[src/rtl/rdma_rx_filter.sv]
// rdma_rx_filter: screens MAC RX frames by their 64-byte header beat and forwards only
// well-formed RDMA packets through a registered output stage with a one-entry skid buffer.
module rdma_rx_filter #(
    parameter int          DATA_WBITS = 512,
    parameter int          DATA_WBYTS = DATA_WBITS / 8,
    parameter logic [15:0] RDMA_MAGIC = 16'h0122,
    parameter int          MAX_DBYTES = 16384
) (
    input  logic                  clk,
    input  logic                  reset,
    input  logic                  enable,
    input  logic [DATA_WBITS-1:0] S_AXIS_TDATA,
    input  logic [DATA_WBYTS-1:0] S_AXIS_TKEEP,
    input  logic                  S_AXIS_TVALID,
    input  logic                  S_AXIS_TLAST,
    output logic                  S_AXIS_TREADY,
    output logic [DATA_WBITS-1:0] M_AXIS_TDATA,
    output logic [DATA_WBYTS-1:0] M_AXIS_TKEEP,
    output logic                  M_AXIS_TVALID,
    output logic                  M_AXIS_TLAST,
    input  logic                  M_AXIS_TREADY,
    output logic [63:0]           packets_passed,
    output logic [63:0]           packets_dropped,
    output logic [3:0]            drop_reason
);

    typedef enum logic [1:0] {HDR, PASS, DROP} state_e;

    localparam logic [15:0] MaxDBytes = 16'(MAX_DBYTES);
    localparam int          BeatW     = DATA_WBITS + DATA_WBYTS + 1;

    state_e           state_q, state_d;
    logic [15:0]      ethType, udpLength, magicField, dBytes;
    logic [7:0]       ipProto;
    logic             lengthOk;
    logic [3:0]       hdrReason;
    logic             hdrOk, accept, push, hdrPass, hdrDrop, pop;
    logic [BeatW-1:0] inBeat, main_q, skid_q;
    logic             mainValid_q, skidValid_q;
    logic [63:0]      passed_q, dropped_q;
    logic [3:0]       reason_q;

    // Wire byte n sits in TDATA[8n+7:8n]; multi-byte fields are big-endian on the wire.
    assign ethType    = {S_AXIS_TDATA[12*8 +: 8], S_AXIS_TDATA[13*8 +: 8]};
    assign ipProto    = S_AXIS_TDATA[23*8 +: 8];
    assign udpLength  = {S_AXIS_TDATA[38*8 +: 8], S_AXIS_TDATA[39*8 +: 8]};
    assign magicField = {S_AXIS_TDATA[42*8 +: 8], S_AXIS_TDATA[43*8 +: 8]};
    assign dBytes     = udpLength - 16'd30;
    assign lengthOk   = (udpLength >= 16'd31) && (dBytes <= MaxDBytes);

    always_comb begin
        hdrReason[0] = (ethType != 16'h0800);
        hdrReason[1] = (ipProto != 8'h11);
        hdrReason[2] = (magicField != RDMA_MAGIC);
        hdrReason[3] = !lengthOk || (S_AXIS_TKEEP != '1) || S_AXIS_TLAST || !enable;
    end

    assign hdrOk = (hdrReason == 4'd0);

    // Ready depends only on registered state, so downstream backpressure never reaches S_AXIS combinationally.
    assign S_AXIS_TREADY = (state_q == DROP) || !skidValid_q;
    assign accept        = S_AXIS_TVALID && S_AXIS_TREADY;

    always_ff @(posedge clk) begin
        if (reset) begin
            state_q <= HDR;
        end else begin
            state_q <= state_d;
        end
    end

    always_comb begin
        state_d = state_q;
        case (state_q)
            HDR: begin
                if (accept) begin
                    if (hdrOk) begin
                        state_d = PASS;
                    end else if (!S_AXIS_TLAST) begin
                        state_d = DROP;
                    end
                end
            end
            PASS, DROP: begin
                if (accept && S_AXIS_TLAST) begin
                    state_d = HDR;
                end
            end
            default: state_d = HDR;
        endcase
    end

    always_comb begin
        push    = 1'b0;
        hdrPass = 1'b0;
        hdrDrop = 1'b0;
        case (state_q)
            HDR: begin
                hdrPass = accept && hdrOk;
                hdrDrop = accept && !hdrOk;
                push    = accept && hdrOk;
            end
            PASS:    push = accept;
            default: push = 1'b0;
        endcase
    end

    assign inBeat = {S_AXIS_TDATA, S_AXIS_TKEEP, S_AXIS_TLAST};
    assign pop    = mainValid_q && M_AXIS_TREADY;

    // A push only happens with the skid empty, so it lands in main unless main is held by a stall.
    always_ff @(posedge clk) begin
        if (reset) begin
            mainValid_q <= 1'b0;
            skidValid_q <= 1'b0;
        end else if (push) begin
            if (!mainValid_q || pop) begin
                mainValid_q <= 1'b1;
                main_q      <= inBeat;
            end else begin
                skidValid_q <= 1'b1;
                skid_q      <= inBeat;
            end
        end else if (pop) begin
            if (skidValid_q) begin
                main_q      <= skid_q;
                skidValid_q <= 1'b0;
            end else begin
                mainValid_q <= 1'b0;
            end
        end
    end

    always_ff @(posedge clk) begin
        if (reset) begin
            passed_q  <= 64'd0;
            dropped_q <= 64'd0;
            reason_q  <= 4'd0;
        end else begin
            if (hdrPass) begin
                passed_q <= passed_q + 64'd1;
            end
            if (hdrDrop) begin
                dropped_q <= dropped_q + 64'd1;
                reason_q  <= hdrReason;
            end
        end
    end

    assign {M_AXIS_TDATA, M_AXIS_TKEEP, M_AXIS_TLAST} = main_q;
    assign M_AXIS_TVALID   = mainValid_q;
    assign packets_passed  = passed_q;
    assign packets_dropped = dropped_q;
    assign drop_reason     = reason_q;

endmodule
[config.mk]
export PLATFORM = sky130hd
export DESIGN_NAME = rdma_rx_filter
export DESIGN_NICKNAME = d
export VERILOG_FILES = /design/src/rtl/rdma_rx_filter.sv
export SDC_FILE = /design/constraint.sdc
export NUM_CORES = 1
export LEC_CHECK = 0
export CAP_MARGIN = 10
export CORE_AREA = 3 3 504 506
export CTS_CLUSTER_DIAMETER = 80
export DETAILED_ROUTE_END_ITERATION = 10
export DIE_AREA = 0 0 507 509
export HOLD_SLACK_MARGIN = 0.03
export SLEW_MARGIN = 20
export SYNTH_ARGS = -nofsm -noshare
export SYNTH_HDL_FRONTEND = slang
export SYNTH_SLANG_ARGS = --single-unit
[constraint.sdc]
create_clock -name clk -period 106.9 [get_ports clk]
set_input_delay 32.07 -clock clk [delete_from_list [all_inputs] [get_ports clk]]
set_output_delay 32.07 -clock clk [all_outputs]
set_load 0.02 [all_outputs]
# == Word level (Yosys, flattened, before mapping) ==
# Cells that the tools add are included.
# classes
add_sub_neg,3
mul,0
div_mod_pow,0
magnitude_cmp,2
n_eq_ne,12
shifts,0
muxes,19
bitwise_logic,2
reduce_logical,26
# op_table
cell,n
2-to-1 mux 577 bit,4
adder 64 x 1 -> 64 bit (second input constant),2
!= test 64 bit (second input constant),1
>= comparator 16 x 5 -> 1 bit (second input constant),1
less-or-equal comparator 16 x 15 -> 1 bit (second input constant),1
!= test 16 x 12 -> 1 bit (second input constant),1
!= test 16 x 9 -> 1 bit (second input constant),1
subtractor 16 x 5 -> 16 bit (second input constant),1
2-to-1 mux 1 bit,9
AND reduction 3 bit,3
2-to-1 mux 2 bit,4
!= test 2 bit (second input constant),4
!= test 8 x 5 -> 1 bit (second input constant),1
logical AND 1 bit,6
logical NOT 1 bit,5
logical OR 1 bit,5
logical NOT 4 bit,1
one-hot mux 2 bit (2 select lines),1
AND reduction 4 bit,1
nonzero test 2 bit,2
!= test 3 bit (second input constant),1
== test 2 x 1 -> 1 bit (second input constant),1
== test 2 bit (second input constant),1
logical NOT 2 bit,1
other kinds (5),6
# totals
reg_bits,1290
latch_bits,0
ram_bits,0
rom_bits,0
in_bits,582
out_inout_bits,711
elab_cells,72
n_memories,0

# == Longest topological paths before layout ==
# Gate-level depths: netlist of run 1.
# logic_depth
word_depth,12
depth_mapped,11
mapped_depth_nobuf,9

# == Least setup slack after synthesis of run 1 ==
# No wires, ideal clock.
# synth_timing
path_type,input-to-reg
from,in S_AXIS_TDATA[313]
to,reg skid_q[0] (enable)
setup_time_ns,2.995
arrival_ns,87.660
required_time_ns,103.905
slack_ns,16.245
cell_stages,10
n_path_buf,3
path_cell_list,ha_1 nor4_1 nand3_1 a221oi_1 a31o_2 buf_4 a21oi_2 buf_2 buf_2 nor4_1
# synth_via
elab_chain_cells,11
elab_cells_between_ends,12
classes_between,add/sub: 1; order compare: 2; mux: 1; reduce/logical: 8
# synth_rtl
item,line_no,rtl
from (decl),12,"input logic [DATA_WBITS-1:0] S_AXIS_TDATA,"
subtractor 16 x 5 -> 16 bit,48,assign dBytes = udpLength - 16'd30;
less-or-equal comparator 16 x 15 -> 1 bit,49,assign lengthOk = (udpLength >= 16'd31) && (dBytes <= MaxDBytes);
logical AND 1 bit *,49,
logical NOT 1 bit *,55,hdrReason[3] = !lengthOk || (S_AXIS_TKEEP != '1) || S_AXIS_TLAST || !enable;
logical OR 1 bit * (3 in a row),55,
logical NOT 4 bit *,58,assign hdrOk = (hdrReason == 4'd0);
logical AND 1 bit *,101,push = accept && hdrOk;
one-hot mux 1 bit (2 select lines) *,97,case (state_q)
AND reduction 3 bit (no line) *,-,
to (signal assigned),122,skid_q <= inBeat;
to (decl),38,"logic [BeatW-1:0] inBeat, main_q, skid_q;"
# Mark *: on every way between the ends. The rest lies on a longest branch, timed or not.
# A chain may end at the register's enable or synchronous reset.

# == Final worst setup path of run 1 ==
# layout_timing
from,in S_AXIS_TDATA[104]
to,reg skid_q[218] (enable)
# layout_via
elab_chain_cells,5
# layout_rtl
item,line_no,rtl
!= test 16 x 12 -> 1 bit,52,hdrReason[0] = (ethType != 16'h0800);
logical NOT 4 bit,58,
logical AND 1 bit,101,
one-hot mux 1 bit (2 select lines),97,
AND reduction 3 bit (no line),-,
# No other way between the ends.

==> results of run 1 <==
## worst max-delay path by stage
stage,from,to,slack [ps],cells after the start
finish,S_AXIS_TDATA[104],skid_q[218]$_DFFE_PP_,68120,12
global route,S_AXIS_TDATA[104],skid_q[218]$_DFFE_PP_,67790,12
CTS,S_AXIS_TDATA[104],skid_q[423]$_DFFE_PP_,68040,12
detailed placement,S_AXIS_TDATA[104],skid_q[218]$_DFFE_PP_,67230,12
global placement,S_AXIS_TDATA[104],skid_q[343]$_DFFE_PP_,67290,12
floorplan,S_AXIS_TDATA[313],skid_q[0]$_DFFE_PP_,16240,10
## state kept, by name, summed over array words and instances, names as in the netlist
register / count
skidValid_q: 1
packets_passed: 64
M_AXIS_TVALID: 1
state_q: 2
packets_dropped: 64
skid_q: 577
drop_reason: 4
main_q: 577
## per-stage QoR
| stage | total power [µW] | hold WS, ps | instance area [µm²] | util | setup slack [ps] |
|---|---|---|---|---|---|
| after detailed placement | 589 | 470 | 66100 | 0.264 | 67230 |
| final | 1110 | 479 | 71300 | 0.285 | 68120 |
| after floorplan | 559 | 467 | 49300 | - | 16240 |
| after global routing | 1150 | 507 | 71300 | 0.285 | 67790 |
| after global placement | 588 | 462 | 66100 | 0.264 | 67290 |
| after CTS | 1130 | 481 | 71200 | 0.284 | 68040 |
## synthesized netlist by cell type, drive strengths merged (31+ instances only)
| cell type | number |
|---|---|
| mux2 | 585 |
| nand4 | 71 |
| or3 | 31 |
| o21ai | 38 |
| or4 | 37 |
| dfxtp | 136 |
| a21oi | 79 |
| edfxtp | 1154 |
| inv | 33 |
| clkbuf | 32 |
| nand3 | 46 |
| nor2 | 49 |
| nand2 | 83 |
| buf | 84 |
## metal layers
layer  vias up  part of all wire
met1     15500              0.39
met4        62             0.032
met2      1503              0.46
li1      13600                 -
met3       358              0.12
met5         -            0.0021
## cell families (layout without fill, tap and decap cells)
logic type               Yosys count  after routing  share of synthesized area
AO/OA/AOI/OAI                    228            228                     0.0328
AND/OR/NAND/NOR                  443            443                     0.0527
multiplexers                     587            587                      0.134
adder cells (fa/ha/maj)            6              6                    0.00152
XOR/XNOR                          22             22                    0.00391
buffers and inverters            149           1636                     0.0173
other                              0             21                          0
flip-flops                      1290           1290                      0.758
## worst reg2reg max path, delay by kind of cell, from the launching register on
family,cells,cell delay (ps)
buffers and inverters,6,3840
flip-flops,1,330
AND/OR/NAND/NOR,4,1020
AO/OA/AOI/OAI,2,490
adder cells (fa/ha/maj),1,130
## final cells by class
type / instances / area, µm² / area share
diodes: 21 / 52.6 / 0.000737
clock buffers: 178 / 4000 / 0.0560
inverters: 33 / 124 / 0.00174
repair buffers: 1325 / 13300 / 0.186
flip-flops and latches: 1290 / 37400 / 0.524
clock inverters: 100 / 1150 / 0.0161
multi-input cells: 1286 / 11100 / 0.156
well taps: 3348 / 4190 / 0.0587
## where the power goes
group | internal [µW] | switching [µW]
registers | 545 | 0.219
logic | 20.5 | 13.1
clock network | 305 | 226
==> metrics, run 1 <==
latest clock arrival within the worst-skew pair=790 ps; Post-Layout Cell Count=7581; Syn Std Cell Area=0.0493 mm²; vias in the first global route=30800; Starting Density=0.197; Post-CTS Hold Fix Bufs=0; postcts setup bufs=0; worst path bufs/invs=6; CP required=107290 ps; Pwr Density=15.6 mW/mm²; clk_skew=55.0 ps; Num CTS Buffers=152; Core Area=0.250 mm²; asr flop ratio synth=0; Tmin final=38780 ps; status=finished clean; r2r setup slk=100630 ps; leakage power=0.0227 µW; gr busiest metal=met2; Top delay family on crit path=buffers and inverters; Layout Nets=4676; Cells after Synth=2725; maximum VDD drop=13.3 µV; Hold Crit Start=packets_passed[63]$_SDFFE_PP0P_; Synth Register Bits=1290; row count=184; clk slew on worst S/H paths=60 ps; worst rel slew slack=0.216; Syn-to-layout area delta=44.6%; Starting DRT DRC Count=2575; worst hold stages=2; Synth Warn #=0; Fill cells=25100; Worst Path Arrival=39170 ps; setup TNS=0 ps; Final Cycle Share=0.363; register area share after synthesis=0.758; total number of vias=31100; Die Area=0.258 mm²; root buffer cell=clkbuf_16; worst flop-to-flop path startpoint=state_q[0]$_SDFFE_PP0P_; CP dominant cell by count=buf_4; CP Capture Type=register; I/O Buffers=1292; cells taking the most area after synthesis=edfxtp_1 (70%), mux2_2 (13%), dfxtp_1 (5.5%); post-CTS sizing=0; Die H=509 µm; CTS Buffer Depth=3; max cap viols=0; H-tree depth=4; share of the synthesized area in the top cell type=0.703; slew at the pin closest to its max-slew limit=1180 ps; Via density=4.10; CTS tree=done; syn avg cell area=18.1 µm²; initial antenna violation count=122; RSZ-0062 raised after global routing=no; GRT Overall Usage=0.145; Max Slew Vio Count=0; HPWL Detailed=152 mm; drc violations=0; GRT met1 Usage=0.170; worst reg2reg path endpoint=skid_q[218]$_DFFE_PP_; share of cells above drive strength 1=0.219; dpl cells=7279; Post-Route WL=197 mm; most frequent cells in the layout=clkdlybuf4s50_1 (1291), edfxtp_1 (1154), mux2_2 (582); Hold Path Sink=packets_passed[63]$_SDFFE_PP0P_; RD Place Congestion=0.875; CP max FO=124; total clock sinks=1290; first-pass GRT wire length=261 mm; Hold WC Path Type=reg -> reg; Post-synth top flop=edfxtp_1; DR WL/cell=25.9 µm; Post-synth EDFFs=1154; largest net degree at the start of global routing=159; post-synth top area cell=edfxtp_1; crit-path cells=clkdlybuf4s50_1, nor4_1, nand4_1, nor4_2, o2111a_2, a21oi_4, nor4_2, buf_12, buf_4, buf_4, buf_4, buf_4; reg2reg path depth=13; drt first pass iters=8; Die W=507 µm; Max Clock Freq=25.8 MHz; Ports=1293; commonest non-fill, non-tap cell in the layout=clkdlybuf4s50_1; synth unique cells=67; Setup violations, final=0; Setup CP Type=in -> reg; global-route track usage on met3=0.0705; ANT nets after route=0; total grt overflow=0; CP max stage cell=nor4_1; GR Util met2=0.230; Hold Fails Final Rpt=0; Syn Nets=3313; CP max stage delay=930 ps; Startpoint Class=primary input
(Power assumes the default switching activity.)
==> inputs of run 2 (changes only) <==
==> constraint.sdc (replaced) <==
create_clock -name clk -period 33 [get_ports clk]
set_input_delay 9.9 -clock clk [delete_from_list [all_inputs] [get_ports clk]]
set_output_delay 9.9 -clock clk [all_outputs]
set_load 0.02 [all_outputs]
==> metrics, run 2 (same netlist as run 1, synthesis figures left out) <==
status=finished clean; worst hold stages=2 (unchanged); Worst Path Arrival=15940 ps (-23230 ps); I/O Buffers=1292 (unchanged); Die H=509 µm (unchanged); ANT nets after route=0 (unchanged); slew at the pin closest to its max-slew limit=1170 ps (-7.95 ps); Num CTS Buffers=157 (+3.3%); worst flop-to-flop path startpoint=state_q[0]$_SDFFE_PP0P_; post-CTS sizing=0 (unchanged); total number of vias=31200 (+0.22%); Total Power=3630 µW (+230%); root buffer cell=clkbuf_16; Syn-to-layout area delta=44.8%; Max Slew Vio Count=0 (unchanged); H-tree depth=4 (unchanged); worst reg2reg path endpoint=main_q[236]$_DFFE_PP_; worst slack, placed=16620 ps (-50610 ps); Die Area=0.258 mm² (unchanged); DR WL/cell=26.8 µm (+3.1%); Setup CP Type=in -> reg; Crit path depth=12 (unchanged); Worst Setup EP=main_q[236]$_DFFE_PP_; total grt overflow=0 (unchanged); Post-CTS Hold Fix Bufs=0 (unchanged); CTS Buffer Depth=3 (unchanged); Hold WC Path Type=reg -> reg; top flop regs=main_q: 577 flops, skid_q: 577 flops; Starting DRT DRC Count=2796 (+8.6%); Tmin final=15440 ps; Max Clock Freq=64.8 MHz; CP max stage cell=buf_4; GRT Overall Usage=0.151 (+0.00610); drt first pass iters=5 (-3); HPWL Detailed=159 mm (+4.5%); latest clock arrival within the worst-skew pair=810 ps (+20 ps); Hold Fails Final Rpt=0 (unchanged); Layout Nets=4688 (+0.26%); r2r setup slk=27270 ps (-73360 ps); CP max stage delay=900 ps (-30 ps); most frequent cells in the layout=clkdlybuf4s50_1 (1291), edfxtp_1 (1154), mux2_2 (582); Final Cycle Share=0.468; Core Area=0.250 mm² (unchanged); commonest non-fill, non-tap cell in the layout=clkdlybuf4s50_1; first-pass GRT wire length=271 mm (+4.0%); Die W=507 µm (unchanged); drc violations=0 (unchanged); max cap viols=0 (unchanged); clk slew on worst S/H paths=60 ps (about the same); Top delay family on crit path=buffers and inverters; initial antenna violation count=105 (-14%); postcts setup bufs=0 (unchanged); CP Capture Type=register; worst rel slew slack=0.221 (+0.00530); CP dominant cell by count=buf_4; setup TNS=0 ps (unchanged); leakage power=0.0228 µW (+0.41%); maximum VDD drop=42.2 µV (+220%); reg2reg path depth=13 (unchanged); Via density=4.10 (about the same); Layout Utilization=0.285 (+0.000489); Setup violations, final=0 (unchanged); WHS=486 ps (+6.66 ps); row count=184 (unchanged); clk_skew=47.8 ps (-7.22 ps); CP required=33500 ps (-73790 ps); share of cells above drive strength 1=0.220 (+0.000671); CP max FO=75 (-40%); CTS tree=done; vias in the first global route=31400 (+2.1%); Startpoint Class=primary input; RD Place Congestion=0.855 (-2.2%); total clock sinks=1290 (unchanged); RSZ-0062 raised after global routing=no; Starting Density=0.197 (unchanged); Ports=1293 (unchanged); crit path launch=S_AXIS_TDATA[316]; worst path bufs/invs=6 (unchanged); Pwr Density=50.9 mW/mm² (+230%); crit-path cells=clkdlybuf4s50_1, nand4_1, and4b_1, a311o_1, a31o_2, buf_4, a21oi_4, buf_4, buf_4, buf_4, buf_4, mux2_2; slack of the critical path=17560 ps (-50560 ps); largest net degree at the start of global routing=143 (-10%); Post-Route WL=203 mm (+3.4%)
## run 2: changes by cell type in the layout (fill, tap and decap cells not counted), moves of 4 or more
cell        previous run  this run
clkinv_1              24        28
clkinv_2              19        25
clkbuf_16            153       158
clkinv_4               7         1
clkbuf_1              17        26
clkinvlp_4            11         4
buf_4                 25        38
buf_12                 6         2
## run 2: layer usage
layer / share of wire / global-route usage
met5: 0.0024 / 0
met4: 0.029 / 0.0446
met3: 0.11 / 0.0689
met2: 0.47 / 0.244
met1: 0.39 / 0.179
## run 2: worst register-to-register path, cell delays in order, from the launching register on
cell,delay (ps)
dfxtp_1,360
inv_1,80
ha_1,180
nand2b_1,220
nand3_1,120
buf_4,330
nor4_2,140
o2111a_2,220
a21oi_4,180
buf_4,500
buf_4,850
buf_4,750
buf_4,1010
mux2_2,510
## run 2: power breakdown
part	leakage [µW]	total (µW)	internal [µW]	switching, µW
logic	0.00881	111	66.5	44.3
registers	0.0115	1770	1760	0.734
clock network	0.00257	1760	1010	744
## run 2: worst min path at each step
stage | slack (ps) | to | startpoint
3_5_place_dp | 470 | drop_reason[2]$_SDFFE_PP0P_ | drop_reason[2]$_SDFFE_PP0P_
2_1_floorplan | 470 | state_q[0]$_SDFFE_PP0P_ | state_q[0]$_SDFFE_PP0P_
6_report | 490 | drop_reason[1]$_SDFFE_PP0P_ | drop_reason[1]$_SDFFE_PP0P_
3_3_place_gp | 460 | packets_passed[63]$_SDFFE_PP0P_ | packets_passed[63]$_SDFFE_PP0P_
5_1_grt | 520 | drop_reason[2]$_SDFFE_PP0P_ | drop_reason[2]$_SDFFE_PP0P_
4_1_cts | 490 | drop_reason[1]$_SDFFE_PP0P_ | drop_reason[1]$_SDFFE_PP0P_
## run 2: area by class of cell
class                      count  area (µm²)
timing repair buffer        1332       13300
sequential                  1290       37400
fill                       25100      179000
antenna                       24        60.1
multi-input combinational   1286       11100
clock buffer                 190        4130
clock inverter               100        1140
tap                         3348        4190
inverter                      33         124
## run 2: stage by stage
stage / std cells / instance area [µm²]
3_3_place_gp: 7288 / 66100
4_1_cts: 7578 / 71400
3_5_place_dp: 7288 / 66100
5_1_grt: 7588 / 71400
6_report: 7603 / 71400
2_1_floorplan: 2725 / 49400
